**src/rtl/fp_int_convert_unit_pkg.sv**
```systemverilog
// Shared FP constants, op encodings, FSM states and rounder payload for the
// int<->float conversion unit.
package fp_int_convert_unit_pkg;

  localparam int unsigned XLEN   = 32;
  localparam int unsigned EXP_W  = 8;
  localparam int unsigned FRAC_W = 23;
  localparam int unsigned CNT_W  = 5;

  localparam logic [EXP_W-1:0] FP_EXP_BIAS      = 8'd127;
  localparam logic [EXP_W-1:0] FP_EXP_MAX       = 8'd255;
  localparam logic [EXP_W-1:0] FP_INT_EXP_LIMIT = 8'd158;
  localparam logic [XLEN-1:0]  FP_INT_INVALID   = 32'h7FFF_FFFF;
  localparam logic [XLEN-1:0]  FP_NEG_2P31      = 32'hCF00_0000;
  localparam logic [XLEN-1:0]  INT_MIN          = 32'h8000_0000;

  typedef enum logic {
    CVT_S_W   = 1'b0,
    TRUNC_W_S = 1'b1
  } cvt_op_e;

  typedef enum logic [1:0] {
    ST_IDLE,
    ST_NORM,
    ST_ROUND,
    ST_DONE
  } cvt_state_e;

  typedef struct packed {
    logic              sign;
    logic [EXP_W:0]    exp;
    logic [FRAC_W-1:0] frac;
    logic              guard;
    logic              sticky;
  } rne_in_t;

endpackage

```
**src/rtl/fp_round_rne.sv**
```systemverilog
// Round-to-nearest-even and pack of a normalised single-precision value.
module fp_round_rne
  import fp_int_convert_unit_pkg::*;
(
  input  rne_in_t              rne_i,
  output logic [XLEN-1:0]      bits_o,
  output logic                 inexact_o
);

  logic              up;
  logic [FRAC_W:0]   frac_sum;
  logic [EXP_W:0]    exp_rnd;

  always_comb begin
    up        = rne_i.guard & (rne_i.sticky | rne_i.frac[0]);
    frac_sum  = {1'b0, rne_i.frac} + (FRAC_W+1)'(up);
    // Mantissa carry-out leaves frac at zero and bumps the exponent.
    exp_rnd   = rne_i.exp + (EXP_W+1)'(frac_sum[FRAC_W]);
    bits_o    = {rne_i.sign, (XLEN-1)'({exp_rnd, frac_sum[FRAC_W-1:0]})};
    inexact_o = rne_i.guard | rne_i.sticky;
  end

endmodule

```
**src/rtl/fp_int_convert_unit.sv**
```systemverilog
// Iterative cvt.s.w / trunc.w.s converter: one shift per cycle in NORM,
// then a single round/pack cycle, result held in DONE until taken.
module fp_int_convert_unit
  import fp_int_convert_unit_pkg::*;
#(
  parameter logic [31:0] INVALID_INT = FP_INT_INVALID,
  parameter bit          QUIET_ZERO  = 1'b1
) (
  input  logic            clk,
  input  logic            rst,
  input  logic            in_valid,
  output logic            in_ready,
  input  logic            op,
  input  logic [XLEN-1:0] operand,
  output logic            out_valid,
  input  logic            out_ready,
  output logic [XLEN-1:0] result,
  output logic            invalid,
  output logic            inexact
);

  cvt_state_e        state_q;
  cvt_op_e           op_q;
  logic              sign_q;
  logic [XLEN-1:0]   mag_q;
  logic [CNT_W-1:0]  cnt_q;
  logic              sticky_q;
  logic              spec_q;
  logic [XLEN-1:0]   spec_res_q;
  logic              spec_inv_q;
  logic              spec_inx_q;

  logic [EXP_W-1:0]  acc_e;
  logic [FRAC_W-1:0] acc_f;
  logic [XLEN-1:0]   acc_mag;
  logic [CNT_W-1:0]  acc_cnt;
  logic              acc_spec;
  logic [XLEN-1:0]   acc_res;
  logic              acc_inv;
  logic              acc_inx;

  rne_in_t           rne_in;
  logic [XLEN-1:0]   rne_bits;
  logic              rne_inx;

  // Accept-time decode: magnitude, shift budget and the no-shift special cases.
  always_comb begin
    acc_e    = operand[30:23];
    acc_f    = operand[22:0];
    acc_mag  = {1'b1, acc_f, 8'b0};
    acc_cnt  = '0;
    acc_spec = 1'b0;
    acc_res  = '0;
    acc_inv  = 1'b0;
    acc_inx  = 1'b0;
    if (op == CVT_S_W) begin
      acc_mag = operand[31] ? (-operand) : operand;
    end else if (operand == FP_NEG_2P31) begin
      acc_spec = 1'b1;
      acc_res  = INT_MIN;
    end else if (acc_e == FP_EXP_MAX || acc_e >= FP_INT_EXP_LIMIT) begin
      acc_spec = 1'b1;
      acc_res  = INVALID_INT;
      acc_inv  = 1'b1;
    end else if (acc_e < FP_EXP_BIAS) begin
      acc_spec = 1'b1;
      acc_res  = QUIET_ZERO ? '0 : {operand[31], 31'b0};
      acc_inx  = (acc_e != '0) | (acc_f != '0);
    end else begin
      acc_cnt  = CNT_W'(FP_INT_EXP_LIMIT - acc_e);
    end
  end

  always_comb begin
    rne_in.sign   = sign_q;
    rne_in.exp    = 9'(FP_INT_EXP_LIMIT) - 9'(cnt_q);
    rne_in.frac   = mag_q[30:8];
    rne_in.guard  = mag_q[7];
    rne_in.sticky = |mag_q[6:0];
  end

  fp_round_rne u_round (
    .rne_i     (rne_in),
    .bits_o    (rne_bits),
    .inexact_o (rne_inx)
  );

  always_ff @(posedge clk) begin
    if (rst) begin
      state_q    <= ST_IDLE;
      in_ready   <= 1'b1;
      out_valid  <= 1'b0;
      result     <= '0;
      invalid    <= 1'b0;
      inexact    <= 1'b0;
      op_q       <= CVT_S_W;
      sign_q     <= 1'b0;
      mag_q      <= '0;
      cnt_q      <= '0;
      sticky_q   <= 1'b0;
      spec_q     <= 1'b0;
      spec_res_q <= '0;
      spec_inv_q <= 1'b0;
      spec_inx_q <= 1'b0;
    end else begin
      case (state_q)
        ST_IDLE: if (in_valid) begin
          op_q       <= cvt_op_e'(op);
          sign_q     <= operand[31];
          mag_q      <= acc_mag;
          cnt_q      <= acc_cnt;
          sticky_q   <= 1'b0;
          spec_q     <= acc_spec;
          spec_res_q <= acc_res;
          spec_inv_q <= acc_inv;
          spec_inx_q <= acc_inx;
          in_ready   <= 1'b0;
          state_q    <= ST_NORM;
        end
        ST_NORM: begin
          if (op_q == CVT_S_W) begin
            if (mag_q == '0 || mag_q[31]) begin
              state_q <= ST_ROUND;
            end else begin
              mag_q <= mag_q << 1;
              cnt_q <= cnt_q + 1'b1;
            end
          end else if (spec_q || cnt_q == '0) begin
            state_q <= ST_ROUND;
          end else begin
            sticky_q <= sticky_q | mag_q[0];
            mag_q    <= mag_q >> 1;
            cnt_q    <= cnt_q - 1'b1;
          end
        end
        ST_ROUND: begin
          if (op_q == CVT_S_W) begin
            result  <= (mag_q == '0) ? '0 : rne_bits;
            inexact <= (mag_q != '0) & rne_inx;
            invalid <= 1'b0;
          end else if (spec_q) begin
            result  <= spec_res_q;
            inexact <= spec_inx_q;
            invalid <= spec_inv_q;
          end else begin
            result  <= sign_q ? (-mag_q) : mag_q;
            inexact <= sticky_q;
            invalid <= 1'b0;
          end
          out_valid <= 1'b1;
          state_q   <= ST_DONE;
        end
        ST_DONE: if (out_ready) begin
          out_valid <= 1'b0;
          in_ready  <= 1'b1;
          state_q   <= ST_IDLE;
        end
        default: state_q <= ST_IDLE;
      endcase
    end
  end

endmodule

```
**config.mk**
```make
export PLATFORM = sky130hd
export DESIGN_NAME = fp_int_convert_unit
export DESIGN_NICKNAME = d
export VERILOG_FILES = /design/src/rtl/fp_int_convert_unit_pkg.sv /design/src/rtl/fp_round_rne.sv /design/src/rtl/fp_int_convert_unit.sv
export SDC_FILE = /design/constraint.sdc
export NUM_CORES = 1
export LEC_CHECK = 0
export ABC_AREA = 1
export BUFFER_PORTS_ARGS = -buffer_cell sky130_fd_sc_hd__buf_2
export CAP_MARGIN = 20
export CORE_MARGIN = 1.5
export CORE_UTILIZATION = 65
export CTS_CLUSTER_DIAMETER = 80
export DETAILED_ROUTE_END_ITERATION = 16
export PLACE_DENSITY = 0.87
export SYNTH_ARGS = -nofsm -noshare
export SYNTH_HDL_FRONTEND = slang
export SYNTH_SLANG_ARGS = --single-unit
```
**constraint.sdc**
```tcl
create_clock -name clk -period 6.5 [get_ports clk]
set_input_delay 0 -clock clk [delete_from_list [all_inputs] [get_ports clk]]
set_output_delay 0 -clock clk [all_outputs]
set_load 0.01 [all_outputs]
```
## Word level (Yosys, flattened, before mapping)

Index checks and enable logic that the tools add are counted.

| cells by class | value |
|---|---|
| order comparisons | 2 |
| eq/ne operators | 13 |
| mux-type cells | 52 |
| reduce and logical (&&, ||, !) cells | 19 |
| add/subtract/negate cells | 8 |
| multiply operators | 0 |
| bitwise operators | 6 |
| divide/modulo/power cells | 0 |
| shift-type cells | 0 |

Operator list:

| operator | number |
|---|---|
| $mux 32 | 12 |
| $neg 32->32 | 2 |
| $pmux 32 s2 | 1 |
| $mux 5 | 8 |
| $eq 32x32->1 const B | 1 |
| $logic_not 32->1 | 1 |
| $reduce_bool 32->1 | 1 |
| $mux 31 | 1 |
| $add 23x1->24 | 1 |
| $reduce_bool 23->1 | 1 |
| $mux 1 | 20 |
| $ne 3x3->1 const B | 4 |
| $reduce_and 4->1 | 3 |
| $mux 2 | 5 |
| $pmux 5 s2 | 1 |
| $add 8x1->8 | 1 |
| $eq 8x8->1 const B | 1 |
| $ge 8x8->1 const B | 1 |
| $lt 8x7->1 const B | 1 |
| $ne 2x2->1 const B | 4 |
| $pmux 2 s4 | 1 |
| $reduce_bool 8->1 | 1 |
| $sub 8x5->8 const A | 1 |
| $reduce_or 7->1 | 1 |
| other kinds (14) | 26 |

| storage, ports and cells | value |
|---|---|
| bits in registers | 113 |
| bits in writable memories | 0 |
| output and inout bits | 36 |
| memories kept | 0 |
| latch bits | 0 |
| memory bits (read-only) | 0 |
| bits of input ports | 37 |

## Longest topological paths before layout

Gate-level depths: netlist (run 1).

| logic depth | value |
|---|---|
| depth after elaboration | 7 |
| gate-level depth with buffers | 16 |
| mapped depth without buffers | 15 |

## Cells and area by module

A second synthesis (run 1) with hierarchy kept.

| unflattened totals | value |
|---|---|
| cells, all modules | 1350 |
| area total of the unflattened synthesis | 7474.7 um2 |

Modules (own cells, without submodules):

| module | cells each | times used | sequential area each (um2) | area each (um2) |
|---|---|---|---|---|
| fp_int_convert_unit | 1203 | 1 | 1641.6 | 6720.2 |
| fp_round_rne | 147 | 1 | 0.0 | 754.5 |

## Least setup slack after synthesis (run 1)

OpenSTA, ideal clock, no wires.

| timing | value |
|---|---|
| kind | register to register |
| from | reg mag_q[8] |
| to | reg result[27] |
| slack | 4371 ps |
| cell stages (with the launch flop) | 16 |
| data required time | 6435 ps |
| arrival | 2064 ps |
| library setup time | 65 ps |
| clock period less this slack | 2129 ps |
| path through | dfxtp_1 -> nand2_1 -> nor3_4 -> inv_1 -> nor2_2 -> nand3_1 -> nor3_1 -> nand3_1 -> ha_1 -> nand2_1 -> nor2_1 -> a21oi_1 -> nand4_1 -> nand3_1 -> nor2_1 -> nor2_1 |

| between the ends | value |
|---|---|
| word-level cells in the longest chain between the ends | 6 |

RTL lines:

| element | line | RTL |
|---|---|---|
| from (decl) | fp_int_convert_unit.sv:25 | `logic [XLEN-1:0] mag_q;` |
| from (signal assigned) | fp_int_convert_unit.sv:110 | `mag_q <= acc_mag;` |
| from (signal assigned) | fp_int_convert_unit.sv:125 | `mag_q <= mag_q << 1;` |
| from (signal assigned) | fp_int_convert_unit.sv:132 | `mag_q <= mag_q >> 1;` |
| $or 1x1->1 | fp_round_rne.sv:15 | `up = rne_i.guard & (rne_i.sticky \| rne_i.frac[0]);` |
| $and 1x1->1 | fp_round_rne.sv:15 |  |
| $add 23x1->24 | fp_round_rne.sv:16 | `frac_sum = {1'b0, rne_i.frac} + (FRAC_W+1)'(up);` |
| $add 8x1->8 | fp_round_rne.sv:18 | `exp_rnd = rne_i.exp + (EXP_W+1)'(frac_sum[FRAC_W]);` |
| $mux 32 | fp_int_convert_unit.sv:138 | `result <= (mag_q == '0) ? '0 : rne_bits;` |
| $mux 32 (*) | fp_int_convert_unit.sv:137 | `if (op_q == CVT_S_W) begin` |
| to (signal assigned) | fp_int_convert_unit.sv:138 |  |
| to (signal assigned) | fp_int_convert_unit.sv:142 | `result <= spec_res_q;` |
| to (signal assigned) | fp_int_convert_unit.sv:146 | `result <= sign_q ? (-mag_q) : mag_q;` |
| to (decl) | fp_int_convert_unit.sv:17 | `output logic [XLEN-1:0] result,` |

Every way passes the cells marked *; elsewhere a longest branch is shown, timed or not.
A chain may end at the register's enable or synchronous reset.

## Final worst setup path (run 1)

| timing | value |
|---|---|
| from | reg op_q |
| to | reg cnt_q[4] |

| between the ends | value |
|---|---|
| word-level cells in the longest chain between the ends | 2 |

RTL lines:

| element | line | RTL |
|---|---|---|
| from (decl) | fp_int_convert_unit.sv:23 | `cvt_op_e op_q;` |
| from (signal assigned) | fp_int_convert_unit.sv:108 | `op_q <= cvt_op_e'(op);` |
| $ne 3x3->1 (no source line) or $mux 5 (tied branches) | -- |  |
| $reduce_and 4->1 (no source line) or $pmux 5 s2 (tied branches) | -- |  |
| to (signal assigned) | fp_int_convert_unit.sv:111 | `cnt_q <= acc_cnt;` |
| to (signal assigned) | fp_int_convert_unit.sv:126 | `cnt_q <= cnt_q + 1'b1;` |
| to (signal assigned) | fp_int_convert_unit.sv:133 | `cnt_q <= cnt_q - 1'b1;` |
| to (decl) | fp_int_convert_unit.sv:26 | `logic [CNT_W-1:0] cnt_q;` |

Parallel ways exist; a longest one is shown, timed or not.

==> flow_metrics.tcl, run 1 <==
set metrics [dict create \
    clkTransAtPathRegs_ns 0.07 \
    min_period_ns 3.00 \
    synth-edff-count 0 \
    crit_fanout 21 \
    vdd_ir_drop_max_v 0.000303 \
    grt_pass1_wl_um 44400 \
    syn_area_um2 7370 \
    cts_hold_buf 1 \
    clkLatencyLatePin_ns 0.36 \
    avgRoutedWirePerCell_um 19.2 \
    drv_cap 0 \
    worst_r2r_path_depth 11 \
    routed_wirelength_um 28100 \
    area_delta_synth_final_pct 8.11 \
    final_nets 1373 \
    fin_ws_ns 3.50 \
    utilization 0.729 \
    min_from "operand[17]" \
    fp.coreArea_um2 10900 \
    hold_path.class "input pin to register" \
    ys_ff_latch 82 \
    startpoint "op_q$_SDFFE_PP0P_" \
    syn_nets 1346 \
    detail-route-antenna-nets 0 \
    p_total_w 0.00322 \
    dieArea_um2 12000 \
    max_freq_mhz 334 \
    final_common_cell "nand2_1" \
    grt_max_degree 46 \
    worst_slew_pin_slew_ns 0.945 \
    yosysWarnings 0 \
    ys_top_cells_by_area "dfxtp_1 22%, nand2_1 18%, nand3_1 10%" \
    synth_area_leader_cell "dfxtp_1" \
    root_buffer "clkbuf_16" \
    slew_viol_final 0 \
    yosysTopAreaCellShare 0.223 \
    async_flop_share 0 \
    initial_core_util 0.674 \
    ff2ff_setup_slack_ns 3.50 \
    syn_inst 1292 \
    synth_top_family_by_area "simple AND/OR/NAND/NOR gates" \
    ys_dominant_reg_cell "dfxtp_1" \
    die_w_um 109 \
    worstPathRequired_ns 6.78 \
    first_pass_iters 9 \
    avgSynthCellArea_um2 5.70 \
    cts_resized 0 \
    pin_count 73 \
    grtUsageTotal 0.486 \
    cts_max_path_buffers 2 \
    worst-setup-path-type "register to register" \
    hold_viol 0 \
    synth_compound_area_frac 0.159 \
    die_h_um 109 \
    cts_max_level 3 \
    cts_sinks 82 \
    route.detailed.drc 0 \
    synthDistinctLibCells 47 \
    synth_fa_ha_area_frac 0.0299 \
    p_per_area_nw_per_um2 405 \
    cellLeakagePower_nw 3.77 \
    fin_setup_tns_ns 0 \
    ys_seq_area_frac 0.223 \
    antenna_found_initial 0 \
    setup_viol_count_final 0 \
    final_layout_size_suffix_gt1_frac 0.103 \
    cp_slowest_cell "dfxtp_1" \
    synth_mux_area_frac 0 \
    drt_iter0_markers 1524 \
    cts_setup_buffers 0 \
    outcome "completed" \
    synthSimpleGateAreaFrac 0.468 \
    synthXorXnorAreaFrac 0.00951 \
    pre_cts_ws_ns 3.70 \
    hpwl_um 20700 \
    port-buffer-count 72 \
    path_cells "inv_1 -> fa_1 -> inv_1 -> nand2_1 -> nand2_1 -> a21oi_1 -> a21oi_1 -> o21ai_0 -> o21ai_0 -> nand2_1 -> a21oi_1" \
    crit_path_end "cnt_q[4]$_SDFFE_PP0P_" \
    cts_tree "built" \
    cp-start-kind "register" \
    n_fill_cell 1017 \
    timing.final.crit_share 0.461 \
    routabilityCongestion 1.11 \
    layout_common_cells "359 x nand2_1, 182 x nor2_1, 148 x nand3_1" \
    dp.cells 1446 \
    timing.rr.end "cnt_q[4]$_SDFFE_PP0P_" \
    overflow 0 \
    core.rowCount 38 \
    rr_startpoint "op_q$_SDFFE_PP0P_" \
    vias 9306 \
    arrival_ns 3.28 \
    skew_ns 0.00649 \
    diodes 0 \
    cp-end-kind "register" \
    slew-limit-headroom 0.369 \
    cts_buffers 9 \
    slowest_delay_ns 0.81 \
    rsz0062_at_grt "false" \
    finalNonFillerCells 1464 \
    first_global_vias 8411 \
    drt-vias-per-instance 6.36 \
]
-- power breakdown --
part | switching, W | total (W) | internal [W]
logic | 0.00126 | 0.00179 | 0.000523
clock network | 0.000243 | 0.000589 | 0.000346
registers | 0.000219 | 0.000848 | 0.000629
total | 0.00173 | 0.00322 | 0.00150
-- cell usage after synthesis (all sizes together) (16+ instances only) --
master    n
nand2   367
clkbuf   26
o21ai    54
dfxtp    82
nand4    31
a21oi    99
nor3     24
inv     126
nor2    201
buf      37
ha       16
nand3   150
o22ai    28
-- cell type report --
| type | instances | area (um^2) | area share |
|---|---|---|---|
| Tap cell | 140 | 175 | 0.0220 |
| Clock inverter | 7 | 109 | 0.0137 |
| Inverter | 128 | 483 | 0.0606 |
| Clock buffer | 9 | 225 | 0.0283 |
| Multi-Input combinational cell | 1019 | 4910 | 0.616 |
| Timing Repair Buffer | 79 | 423 | 0.0531 |
| Sequential cell | 82 | 1640 | 0.206 |
-- per-stage QoR --
| stage | hold WS, ns | area (um^2) |
|---|---|---|
| floorplan | 0.184 | 7370 |
| global placement | 0.337 | 7610 |
| detailed placement | 0.353 | 7610 |
| CTS | 0.0439 | 7950 |
| global route | 0.0935 | 7970 |
| finish | 0.0425 | 7970 |
-- worst max-delay path, delay by kind of cell, from the launching register on --
| kind | cells | cell delay (ns) |
|---|---|---|
| buffers and inverters | 2 | 0.66 |
| adder cells (fa/ha/maj) | 1 | 0.55 |
| AND/OR/NAND/NOR | 3 | 0.23 |
| flip-flops | 1 | 0.81 |
| AO/OA/AOI/OAI | 5 | 0.68 |
-- metal layers --
| layer | vias to the layer above | track usage | share of wire |
|---|---|---|---|
| li1 | 4315 | - | - |
| met1 | 4052 | 0.611 | 0.37 |
| met2 | 752 | 0.723 | 0.42 |
| met3 | 187 | 0.130 | 0.14 |
| met4 | 0 | 0.331 | 0.076 |
| met5 | - | 0 | 0 |
-- state kept, by name (all words and copies together), names as in the netlist --
name        count
spec_q          1
inexact         1
state_q         2
cnt_q           5
result         32
spec_res_q      1
op_q            1
mag_q          32
spec_inv_q      1
sticky_q        1
out_valid       1
invalid         1
in_ready        1
spec_inx_q      1
sign_q          1
-- cells by family after synthesis --
group,Yosys count
buf+inv,191
fa+ha+maj,17
xor+xnor,8
simple gates,784
compound gates,210
flops,82
-- how the worst min path moves through the flow --
stage	to	cells after the start
2_1_floorplan	mag_q[18]$_SDFFE_PP0P_	3
3_3_place_gp	out_valid$_SDFFE_PP0P_	4
3_5_place_dp	out_valid$_SDFFE_PP0P_	4
4_1_cts	mag_q[25]$_SDFFE_PP0P_	5
5_1_grt	mag_q[28]$_SDFFE_PP0P_	5
6_report	mag_q[25]$_SDFFE_PP0P_	5
(Power assumes the default switching activity.)
==> run 2, diff against run 1 <==
CORE_UTILIZATION = 61   (was 65)
PLACE_DENSITY = 0.82   (was 0.87)
clock period = 3 ns   (was 6.5 ns; I/O delays follow)
==> run 2 against run 1 <==
Via count rose by 1.2%. Largest power group unchanged. First-iteration DRC count fell by 4.1%. Fmax rose by 11%. Die area rose by 6.4%. Register-to-register slack got worse by 3.2 ns.
==> flow_metrics.tcl, run 2 (synthesis gave the netlist of run 1 again) <==
set metrics [dict create \
    cts_max_path_buffers 2 \
    worst_slew_pin_slew_ns 1.02 \
    hold_path.class "input pin to register" \
    cellLeakagePower_nw 3.85 \
    worst-setup-path-type "register to register" \
    routabilityCongestion 1.06 \
    timing.final.crit_share 0.902 \
    holdPathStages 4 \
    setup_viol_count_final 0 \
    antenna_found_initial 0 \
    drt_iter0_markers 1461 \
    slowest_delay_ns 0.44 \
    max_freq_mhz 369 \
    crit_fanout 7 \
    worst_r2r_path_depth 15 \
    first_pass_iters 6 \
    startpoint "mag_q[8]$_SDFFE_PP0P_" \
    vias 9415 \
    overflow 0 \
    cp_slowest_cell "dfxtp_1" \
    final_nets 1391 \
    core.rowCount 39 \
    cts_buffers 9 \
    ff2ff_setup_slack_ns 0.29 \
    utilization 0.697 \
    fin_ws_ns 0.293 \
    grtUsageTotal 0.454 \
    n_fill_cell 1111 \
    layout_common_cells "359 x nand2_1, 182 x nor2_1, 148 x nand3_1" \
    root_buffer "clkbuf_16" \
    p_per_area_nw_per_um2 868 \
    fin_setup_tns_ns 0 \
    detail-route-antenna-nets 0 \
    path_cells "nand2_1 -> nor3_4 -> inv_1 -> nor2_2 -> nand3_1 -> nor3_1 -> nand3_1 -> ha_1 -> nand2_1 -> nor2_1 -> a21oi_1 -> nand4_1 -> nand3_1 -> nor2_1 -> nor2_1" \
    skew_ns 0.0102 \
    pre_cts_ws_ns 0.437 \
    die_w_um 113 \
    rr_startpoint "mag_q[8]$_SDFFE_PP0P_" \
    area_delta_synth_final_pct 9.78 \
    clkLatencyLatePin_ns 0.35 \
    cp-start-kind "register" \
    dieArea_um2 12800 \
    first_global_vias 8595 \
    drv_cap 0 \
    drt-vias-per-instance 6.34 \
    min_period_ns 2.71 \
    arrival_ns 3.00 \
    cp-end-kind "register" \
    grt_max_degree 50 \
    avgRoutedWirePerCell_um 19.2 \
    slew-limit-headroom 0.317 \
    final_common_cell "nand2_1" \
    rsz0062_at_grt "false" \
    cts_tree "built" \
    cts_sinks 82 \
    outcome "completed" \
    reg_top3 "mag_q (32), result (32), cnt_q (5)" \
    die_h_um 113 \
    grt_pass1_wl_um 45500 \
    min_from "operand[18]" \
    route.detailed.drc 0 \
    fp.coreArea_um2 11600 \
    port-buffer-count 72 \
    cts_max_level 3 \
    diodes 0 \
    pin_count 73 \
    initial_core_util 0.635 \
    vdd_ir_drop_max_v 0.000901 \
    hpwl_um 21500 \
    hold_viol 0 \
    slew_viol_final 0 \
    clkTransAtPathRegs_ns 0.07 \
    worstPathRequired_ns 3.29 \
    final_layout_size_suffix_gt1_frac 0.116 \
    routed_wirelength_um 28600 \
]
## run 2: path summary, 6_finish.rpt
check                            endpoint
hold / removal     mag_q[18]$_SDFFE_PP0P_
hold reg to reg      invalid$_SDFFE_PP0P_
setup reg to reg  result[27]$_SDFFE_PP0P_
setup / recovery  result[27]$_SDFFE_PP0P_
## run 2: per-layer routing
layer	wire (um)	up-vias	share of wire	track usage
met5	0	-	0	0
met3	3740	104	0.13	0.0969
met4	1260	0	0.044	0.193
li1	-	4346	-	-
met2	12600	683	0.44	0.726
met1	11000	4282	0.38	0.596
## run 2: cell type report
type | count | area (um^2) | share of cell area
sequential | 82 | 1640 | 0.203
clock buffer | 10 | 239 | 0.0295
multi-input combinational | 1019 | 4910 | 0.607
timing repair buffer | 97 | 563 | 0.0696
inverter | 128 | 483 | 0.0597
clock inverter | 6 | 72.6 | 0.00897
tap | 143 | 179 | 0.0221
## run 2: report_power, final
part           leakage [nW]  internal (W)  switching (W)
Sequential            0.671       0.00136       0.000428
Clock                 0.155      0.000680       0.000501
Combinational          3.02       0.00125        0.00280
Total                  3.85       0.00329        0.00373
## run 2: timing repair
action	in CTS	in global routing
setup endpoints to repair	0	1
setup buffers	0	0
hold endpoints to repair	1	0
hold buffers	1	0
gates resized for setup	0	1
## run 2: per-stage QoR
| stage | area (um^2) | total power (W) | cells | hold slack [ns] |
|---|---|---|---|---|
| 2_1_floorplan | 7370 | 0.00460 | 1292 | 0.184 |
| 3_3_place_gp | 7770 | 0.00560 | 1468 | 0.339 |
| 3_5_place_dp | 7770 | 0.00567 | 1468 | 0.346 |
| 4_1_cts | 8090 | 0.00685 | 1485 | 0.0232 |
| 5_1_grt | 8090 | 0.00745 | 1485 | 0.0615 |
| 6_report | 8090 | 0.00702 | 1485 | 0.0197 |
## run 2: worst max-delay path, delay by kind of cell (launching register included)
family | cells | cell delay (ns)
flip-flops | 1 | 0.44
AO/OA/AOI/OAI | 1 | 0.17
buffers and inverters | 1 | 0.10
AND/OR/NAND/NOR | 12 | 1.68
adder cells (fa/ha/maj) | 1 | 0.25
==> run 3, diff against run 2 <==
CORE_ASPECT_RATIO = 0.6   (was not set)
==> run 3 against run 2 <==
Core utilization up 0.51 points. Flip-flop and latch count unchanged. Worst setup slack worse by 0.016 ns. Critical path type unchanged.
==> flow_metrics.tcl, run 3 (synthesis gave the netlist of run 1 again) <==
set metrics [dict create \
    outcome "completed" \
    avgRoutedWirePerCell_um 19.9 \
    skew_ns 0.00769 \
    hold_end "mag_q[28]$_SDFFE_PP0P_" \
    slew-limit-headroom 0.403 \
    cp-end-kind "register" \
    fp.coreArea_um2 11500 \
    slew_viol_final 0 \
    slowest_delay_ns 0.49 \
    crit_cells 13 \
    finalNonFillerCells 1498 \
    crit_family "simple AND/OR/NAND/NOR gates" \
    cp_slowest_cell "dfxtp_1" \
    overflow 0 \
    grt_pass1_wl_um 45800 \
    crit_top_cell "nand3_1" \
    dp.cells 1481 \
    fin_setup_tns_ns 0 \
    pin_count 73 \
    arrival_ns 2.97 \
    vias 9628 \
    grt_max_degree 43 \
    cts_max_path_buffers 2 \
    path_cells "nand2_1 -> nor3_4 -> inv_1 -> nor2_2 -> nand3_1 -> nor3_1 -> nand3_1 -> ha_1 -> nand3_1 -> xor2_1 -> nor2_1 -> o21ai_1 -> inv_1" \
    timing.final.crit_share 0.908 \
    routed_wirelength_um 29700 \
    first_pass_iters 9 \
    layout_common_cells "359 x nand2_1, 182 x nor2_1, 148 x nand3_1" \
    worst-setup-path-type "register to register" \
    final_common_cell "nand2_1" \
    dieArea_um2 12800 \
    die_h_um 88.1 \
    n_fill_cell 1046 \
    hold_path.class "input pin to register" \
    drt_iter0_markers 1806 \
    drv_cap 0 \
    cts_sinks 82 \
    hold_viol 0 \
    routabilityCongestion 1.07 \
    reg_top3 "mag_q (32), result (32), cnt_q (5)" \
    root_buffer "clkbuf_16" \
    detail-route-antenna-nets 0 \
    min_period_ns 2.72 \
    ff2ff_setup_slack_ns 0.28 \
    vdd_ir_drop_max_v 0.000610 \
    first_global_vias 8513 \
    port-buffer-count 72 \
    cellLeakagePower_nw 3.83 \
    startpoint "mag_q[8]$_SDFFE_PP0P_" \
    setup_viol_count_final 0 \
    final_layout_size_suffix_gt1_frac 0.114 \
    clkLatencyLatePin_ns 0.35 \
    worst_r2r_path_depth 13 \
    final_nets 1387 \
    holdPathStages 5 \
    pre_cts_ws_ns 0.368 \
    core.rowCount 30 \
    worst_slew_pin_slew_ns 0.895 \
    worstPathRequired_ns 3.24 \
    p_per_area_nw_per_um2 888 \
    antenna_found_initial 0 \
    area_delta_synth_final_pct 9.73 \
    p_total_w 0.00718 \
    path_buf_inv 2 \
    clkTransAtPathRegs_ns 0.07 \
    die_w_um 145 \
    cp-start-kind "register" \
    max_freq_mhz 367 \
    crit_fanout 7 \
    rr_startpoint "mag_q[8]$_SDFFE_PP0P_" \
    grtUsageTotal 0.465 \
    route.detailed.drc 0 \
    initial_core_util 0.640 \
    hpwl_um 22600 \
    min_from "operand[20]" \
    drt-vias-per-instance 6.43 \
    cts_max_level 3 \
    timing.rr.end "result[26]$_SDFFE_PP0P_" \
    cts_buffers 9 \
    rsz0062_at_grt "false" \
    cts_tree "built" \
    fin_ws_ns 0.277 \
    diodes 0 \
]
==> run 3: how the worst max path moves through the flow <==
stage                              end
3_5_place_dp   result[26]$_SDFFE_PP0P_
2_1_floorplan  result[27]$_SDFFE_PP0P_
3_3_place_gp   result[25]$_SDFFE_PP0P_
6_report       result[26]$_SDFFE_PP0P_
4_1_cts        result[26]$_SDFFE_PP0P_
5_1_grt        result[27]$_SDFFE_PP0P_
==> run 3: tightest hold or removal path, delay by kind of cell <==
| kind | cells | cell delay [ns] |
|---|---|---|
| AO/OA/AOI/OAI | 1 | 0.06 |
| buffers and inverters | 1 | 0.12 |
| AND/OR/NAND/NOR | 3 | 0.17 |
==> run 3: final cells by class <==
cell class,count,area [um^2],share of cell area
Timing Repair Buffer,93,520,0.0644
Multi-Input combinational cell,1019,4910,0.607
Clock buffer,10,229,0.0283
Clock inverter,6,97.6,0.0121
Inverter,128,483,0.0597
Tap cell,160,200,0.0248
Sequential cell,82,1650,0.203
==> run 3: repair_timing <==
item	in CTS	in global routing
gates resized for setup	0	3
hold endpoints to repair	1	0
setup endpoints to repair	0	5
hold buffers	1	0
buffers inserted	0	0
==> run 3: report_power, final <==
group | leakage (nW) | internal (W) | total [W] | switching (W)
Combinational | 3.00 | 0.00118 | 0.00414 | 0.00296
Clock | 0.159 | 0.000742 | 0.00125 | 0.000511
Sequential | 0.672 | 0.00137 | 0.00179 | 0.000421
==> run 3: layer usage <==
metal | vias up | wire length (um) | global-route usage
met4 | 4 | 953 | 0.133
met1 | 4263 | 11900 | 0.629
met5 | - | 102 | 0.0607
met2 | 884 | 11300 | 0.663
met3 | 125 | 5530 | 0.198
li1 | 4352 | - | -
==> run 3: stage by stage <==
| stage | util | area (um^2) | hold WS [ns] |
|---|---|---|---|
| finish | 0.702 | 8090 | 0.0382 |
| floorplan | - | 7370 | 0.184 |
| detailed placement | 0.672 | 7750 | 0.352 |
| global placement | 0.672 | 7750 | 0.337 |
| CTS | 0.702 | 8080 | 0.0297 |
| global route | 0.702 | 8090 | 0.0651 |
